<file path="config.mk">
export PLATFORM = sky130hd
export DESIGN_NAME = sha_pad_blocks
export DESIGN_NICKNAME = d
export VERILOG_FILES = /design/src/rtl/sha_pkg.sv /design/src/rtl/sha_pad_fmt.sv /design/src/rtl/sha_pad_blocks.sv
export SDC_FILE = /design/constraint.sdc
export NUM_CORES = 2
export LEC_CHECK = 0
export ABC_CLOCK_PERIOD_IN_PS = 40300
export CORE_AREA = 5 5 447 449
export DETAILED_ROUTE_END_ITERATION = 6
export DIE_AREA = 0 0 452 454
export DONT_BUFFER_PORTS = 1
export MAX_ROUTING_LAYER = met4
export PLACE_DENSITY_LB_ADDON = 0.25
export SLEW_MARGIN = 20
export SYNTH_ARGS = -nofsm -noshare
export SYNTH_HDL_FRONTEND = slang
export SYNTH_HIERARCHICAL = 1
export SYNTH_SLANG_ARGS = --single-unit
</file>
<file path="constraint.sdc">
create_clock -name clk -period 40.3 [get_ports clk]
set_input_delay 10.075 -clock clk [delete_from_list [all_inputs] [get_ports clk]]
set_output_delay 10.075 -clock clk [all_outputs]
set_load 0.05 [all_outputs]
</file>
<file path="src/rtl/sha_pkg.sv">
// Shared constants and types for the SHA-256 message padder.
// No ports; imported by sha_pad_fmt and sha_pad_blocks.
package sha_pkg;

  localparam int unsigned HDR_W = 640;
  localparam int unsigned BLK_W = 512;

  // First padding word: a single '1' bit right after the message.
  localparam logic [31:0] PAD_WORD     = 32'h8000_0000;
  // Message length in bits, big-endian, in the final 64 bits of block 1.
  localparam logic [63:0] MSG_LEN_BITS = 64'd640;

  // Zero fill between PAD_WORD and the length field in block 1.
  localparam int unsigned ZERO_W = BLK_W - 128 - 32 - 64;

  typedef enum logic [1:0] {
    StIdle,
    StBlk0,
    StBlk1
  } sha_state_e;

  typedef enum logic {
    BlkSel0,
    BlkSel1
  } blk_sel_e;

endpackage

</file>
<file path="src/rtl/sha_pad_fmt.sv">
// Purely combinational block formatter: maps a 640-bit header plus a block
// select to one 512-bit SHA-256 message block.
//   hdr_i      header (bits [639:608] word 0, bits [31:0] nonce)
//   blk_sel_i  BlkSel0 = raw header head, BlkSel1 = header tail + padding + length
//   blk_o      formatted message block
module sha_pad_fmt
  import sha_pkg::*;
(
  input  logic [HDR_W-1:0] hdr_i,
  input  blk_sel_e         blk_sel_i,
  output logic [BLK_W-1:0] blk_o
);

  always_comb begin
    blk_o = '0;
    unique case (blk_sel_i)
      BlkSel0: blk_o = hdr_i[HDR_W-1:128];
      BlkSel1: blk_o = {hdr_i[127:0], PAD_WORD, {ZERO_W{1'b0}}, MSG_LEN_BITS};
      default: blk_o = '0;
    endcase
  end

endmodule

</file>
<file path="src/rtl/sha_pad_blocks.sv">
// SHA-256 front end: captures an 80-byte block header and emits its two padded
// 512-bit message blocks, each held on M with en_next high until accepted.
// Optional feature macro: NONCE_SWEEP_EN (block 1 re-emitted NONCE_ITERS times
// with an incrementing nonce; adds the nonce_out port).
//   clk, reset  clock and asynchronous active-high reset
//   hdr_valid   header present on 'header' (only sampled while idle)
//   header      640-bit block header
//   hdr_ready   high while idle and out of reset
//   M           current message block
//   en_next     M valid
//   blk_ready   downstream accepts M this cycle when en_next is high
//   last        M is block 1
//   busy        high in every state except idle
//   nonce_out   nonce carried in the current block 1 (NONCE_SWEEP_EN only)
module sha_pad_blocks
  import sha_pkg::*;
#(
  parameter int unsigned NONCE_ITERS = 16
) (
  input  logic             clk,
  input  logic             reset,
  input  logic             hdr_valid,
  input  logic [HDR_W-1:0] header,
  output logic             hdr_ready,
  output logic [BLK_W-1:0] M,
  output logic             en_next,
  input  logic             blk_ready,
  output logic             last,
  output logic             busy
`ifdef NONCE_SWEEP_EN
  ,
  output logic [31:0]      nonce_out
`endif
);

  sha_state_e       state_q, state_d;
  logic [HDR_W-1:0] hdr_q, hdr_d;
  logic [BLK_W-1:0] m_q, m_d;
  logic             en_q, en_d;
  logic             last_q, last_d;

  // load: a new block is presented on M at the coming edge.
  logic             load;
  blk_sel_e         sel_d;
  logic [BLK_W-1:0] fmt_blk;

`ifdef NONCE_SWEEP_EN
  localparam int unsigned CntW = (NONCE_ITERS > 1) ? $clog2(NONCE_ITERS) : 1;
  logic [CntW-1:0] cnt_q, cnt_d;
`endif

  // Formats from the next-state header so M updates on the same edge as the
  // capture / nonce increment, with no bubble between blocks.
  sha_pad_fmt u_fmt (
    .hdr_i     (hdr_d),
    .blk_sel_i (sel_d),
    .blk_o     (fmt_blk)
  );

  always_comb begin
    state_d = state_q;
    hdr_d   = hdr_q;
    load    = 1'b0;
    sel_d   = BlkSel0;
`ifdef NONCE_SWEEP_EN
    cnt_d   = cnt_q;
`endif
    // In StBlk0/StBlk1 en_next is always high, so blk_ready is already qualified.
    unique case (state_q)
      StIdle: begin
        if (hdr_valid) begin
          hdr_d   = header;
          state_d = StBlk0;
          load    = 1'b1;
          sel_d   = BlkSel0;
        end
      end
      StBlk0: begin
        if (blk_ready) begin
          state_d = StBlk1;
          load    = 1'b1;
          sel_d   = BlkSel1;
`ifdef NONCE_SWEEP_EN
          cnt_d   = '0;
`endif
        end
      end
      StBlk1: begin
        if (blk_ready) begin
`ifdef NONCE_SWEEP_EN
          if (cnt_q == CntW'(NONCE_ITERS - 1)) begin
            state_d = StIdle;
          end else begin
            cnt_d       = cnt_q + 1'b1;
            hdr_d[31:0] = hdr_q[31:0] + 32'd1;
            load        = 1'b1;
            sel_d       = BlkSel1;
          end
`else
          state_d = StIdle;
`endif
        end
      end
      default: state_d = StIdle;
    endcase
  end

  always_comb begin
    m_d    = m_q;
    en_d   = en_q;
    last_d = last_q;
    if (load) begin
      m_d    = fmt_blk;
      en_d   = 1'b1;
      last_d = (sel_d == BlkSel1);
    end else if (state_d == StIdle) begin
      en_d   = 1'b0;
      last_d = 1'b0;
    end
  end

  always_ff @(posedge clk or posedge reset) begin
    if (reset) begin
      state_q <= StIdle;
      hdr_q   <= '0;
      m_q     <= '0;
      en_q    <= 1'b0;
      last_q  <= 1'b0;
`ifdef NONCE_SWEEP_EN
      cnt_q   <= '0;
`endif
    end else begin
      state_q <= state_d;
      hdr_q   <= hdr_d;
      m_q     <= m_d;
      en_q    <= en_d;
      last_q  <= last_d;
`ifdef NONCE_SWEEP_EN
      cnt_q   <= cnt_d;
`endif
    end
  end

  assign M         = m_q;
  assign en_next   = en_q;
  assign last      = last_q;
  assign busy      = (state_q != StIdle);
  assign hdr_ready = (state_q == StIdle) && !reset;
`ifdef NONCE_SWEEP_EN
  assign nonce_out = hdr_q[31:0];
`endif

endmodule

</file>
==> results by group <==
Final layout
  • Commonest non-fill, non-tap cell in the layout: dfrtp_1
  • Most frequent cells in the layout: 1,156 x dfrtp_1, 600 x mux2_1, 584 x mux2_2
  • Nets: 3,670
  • Ratio of cells with drive above 1 in the final layout: 30.5%
  • Area Growth Syn to Fin: 14.7%

Synth
  • Synthesis Warnings: 6
  • Post-synthesis sequential area ratio: 60.6%
  • Post-Syn Instances: 3,024
  • Syn nets: 3,668
  • Post-Syn Area: 47,800 µm²
  • Yosys reg bits: approximately 1,200
  • Unique masters post-synth: 22
  • Synth Area per Inst: 15.8 µm²

Clock network
  • PostCTS Resize Cnt: 0
  • Setup Fix Bufs, Post-CTS: 0
  • CTS buffer count: about 140
  • Clk_lat worst skew: 0.80 ns
  • TritonCTS clock tree: yes
  • Sink Count: 1,156
  • H-tree levels: 4
  • Root Driver: clkbuf_16
  • Bufs on Longest Clock Path: 3
  • Clock transition at the registers of the reported paths: 0.06 ns
  • Hold_buf cts: 0

Timing
  • Highest clock rate: between 40 and 50 MHz
  • Setup TNS: 0 ns
  • Final Cycle Share: 51.9%
  • Worst Hold Slack: approximately 0.47 ns
  • Unrepaired setup endpoints after global routing: no
  • Period minus WS final: 20.90 ns
  • Final hold vios: 0
  • Least-Margin Pin Slew: 1.09 ns
  • Slew margin rel.: approximately 28%
  • Clock skew: 0.0281 ns
  • Max-slew violations: 0
  • # setup viols final: 0

Detailed routing
  • ANT nets after route: 0
  • Total Wirelength: 139,000 µm
  • Drc violations: 0
  • DRT Pass-1 Iters: 4
  • Drt via density: 4.19
  • Wire length per cell: 24.0 µm
  • DR iter-0 viols: 1,284
  • DR vias: about 24,000

Job
  • Max-cap violations: 0

Setup path
  • Critical Path Max Stage Delay: around 0.43 ns
  • Delay-heaviest family, CP: simple AND/OR/NAND/NOR gates
  • Critical path fanouts, max: 2
  • Nature of the critical path endpoint: primary output
  • Worst path depth: 2
  • Critical-path top delay cell: nor2_1
  • WP data arrival: 10.82 ns
  • Worst path required time: about 30 ns
  • Setup CP Type: in2out
  • Crit start category: input pin
  • R2R cell count: 9
  • CP cell instances: nor2_1 -> buf_4
  • Critical path buffer and inverter count: 1

Global routing
  • Tot GR Track Use: 13.5%
  • Grt ovf: 0
  • Largest net degree at the start of global routing: 159
  • Number of global-route vias before repair: ~26,000
  • Global-route wire length before repair: 196,000 µm
  • Initial antenna violation count: ~170

Floorplan
  • Initial Utilization: 24.4%
  • Die Wd: 452 µm
  • Cell Rows: 163
  • Core Area: 196,000 µm²
  • Die H: approximately 450 µm
  • I/O Pins: 1,160
  • Die Area: between 200,000 and 250,000 µm²

Place
  • Number of I/O port buffers: 0
  • Post-DP HPWL: 99,100 µm
  • RD Place Congestion: 0.850

Power and ir drop
  • Worst vdd ir: ~0.049 mV
  • Total power: 5.85 mW
  • Leak Pwr: 22.7 nW
  • PwrDens: 107 nW/µm²

Worst hold path
  • Worst min path class: reg2reg
  • Min-Delay Path Depth: 1

Run status
  • Status: finished clean
-- cells in the mapped netlist, drive strengths merged --
library cell / instances / area share [%]
nor2b: 382 / 5.0
a21o: 1 / 0.016
a21oi: 3 / 0.039
nand2b: 2 / 0.026
nor3b: 1 / 0.016
clkbuf: 15 / 0.12
mux2: 1280 / 31
or2: 5 / 0.065
buf: 169 / 3.1
nand2: 3 / 0.024
nor2: 3 / 0.058
dfrtp: 1156 / 61
inv: 2 / 0.016
o21ai: 2 / 0.021
-- worst paths after layout --
path	startpoint	to	slack, ns
min in group asynchronous	reset	hdr_q[260]	9.37
worst min register to register	hdr_q[414]	hdr_q[414]	0.47
max in group asynchronous	reset	hdr_q[435]	26.72
worst max register to register	state_q[0]	M[391]	34.98
worst max-delay path	reset	hdr_ready	19.40
worst min-delay path	hdr_q[414]	hdr_q[414]	0.47
-- state kept, by name, summed over array words and instances, names as in the netlist --
signal   cells
en_next      1
state_q      2
last         1
M          512
hdr_q      640
-- power breakdown --
part	switching, mW	total, mW	internal (mW)
combinational	0.689	1.55	0.862
clock	0.525	1.28	0.750
sequential	1.28	3.03	1.74
total	2.50	5.85	3.35
-- cell type report --
type / instances / area (µm²)
Clock buffer: 195 / 4060
Clock inverter: 47 / 637
Multi-Input combinational cell: 1682 / 17300
Inverter: 2 / 11.3
Sequential cell: 1156 / 28900
Timing Repair Buffer: 45 / 375
Antenna cell: 113 / 283
Fill cell: 19900 / 141000
Tap cell: 2557 / 3200
-- logic make-up (layout without fill, tap and decap cells) --
family,Yosys count,in the layout,synth area share [%]
compound gates,6,6,0.0760
other cells,0,113,0
flops,1156,1156,60.6
mux,1280,1280,30.9
simple gates,396,396,5.19
buf+inv,186,289,3.22
-- metrics by stage --
stage	worst slack, ns	area [µm²]	util, %	cells
after detailed placement	19.40	49800	25.4	5442
after CTS	19.39	54500	27.8	5684
after floorplan	14.26	47800	-	3024
final	19.40	54800	28.0	5797
after global placement	19.38	49800	25.4	5442
after global routing	19.43	54700	27.9	5762
-- per-layer routing --
metal,track usage (%),wire [µm],vias up
met5,-,0,-
met2,22.5,69500,897
met1,14.4,51100,12500
li1,-,-,10600
met3,6.07,14200,298
met4,3.91,4040,0
Power figures use the tool's default switching activity.
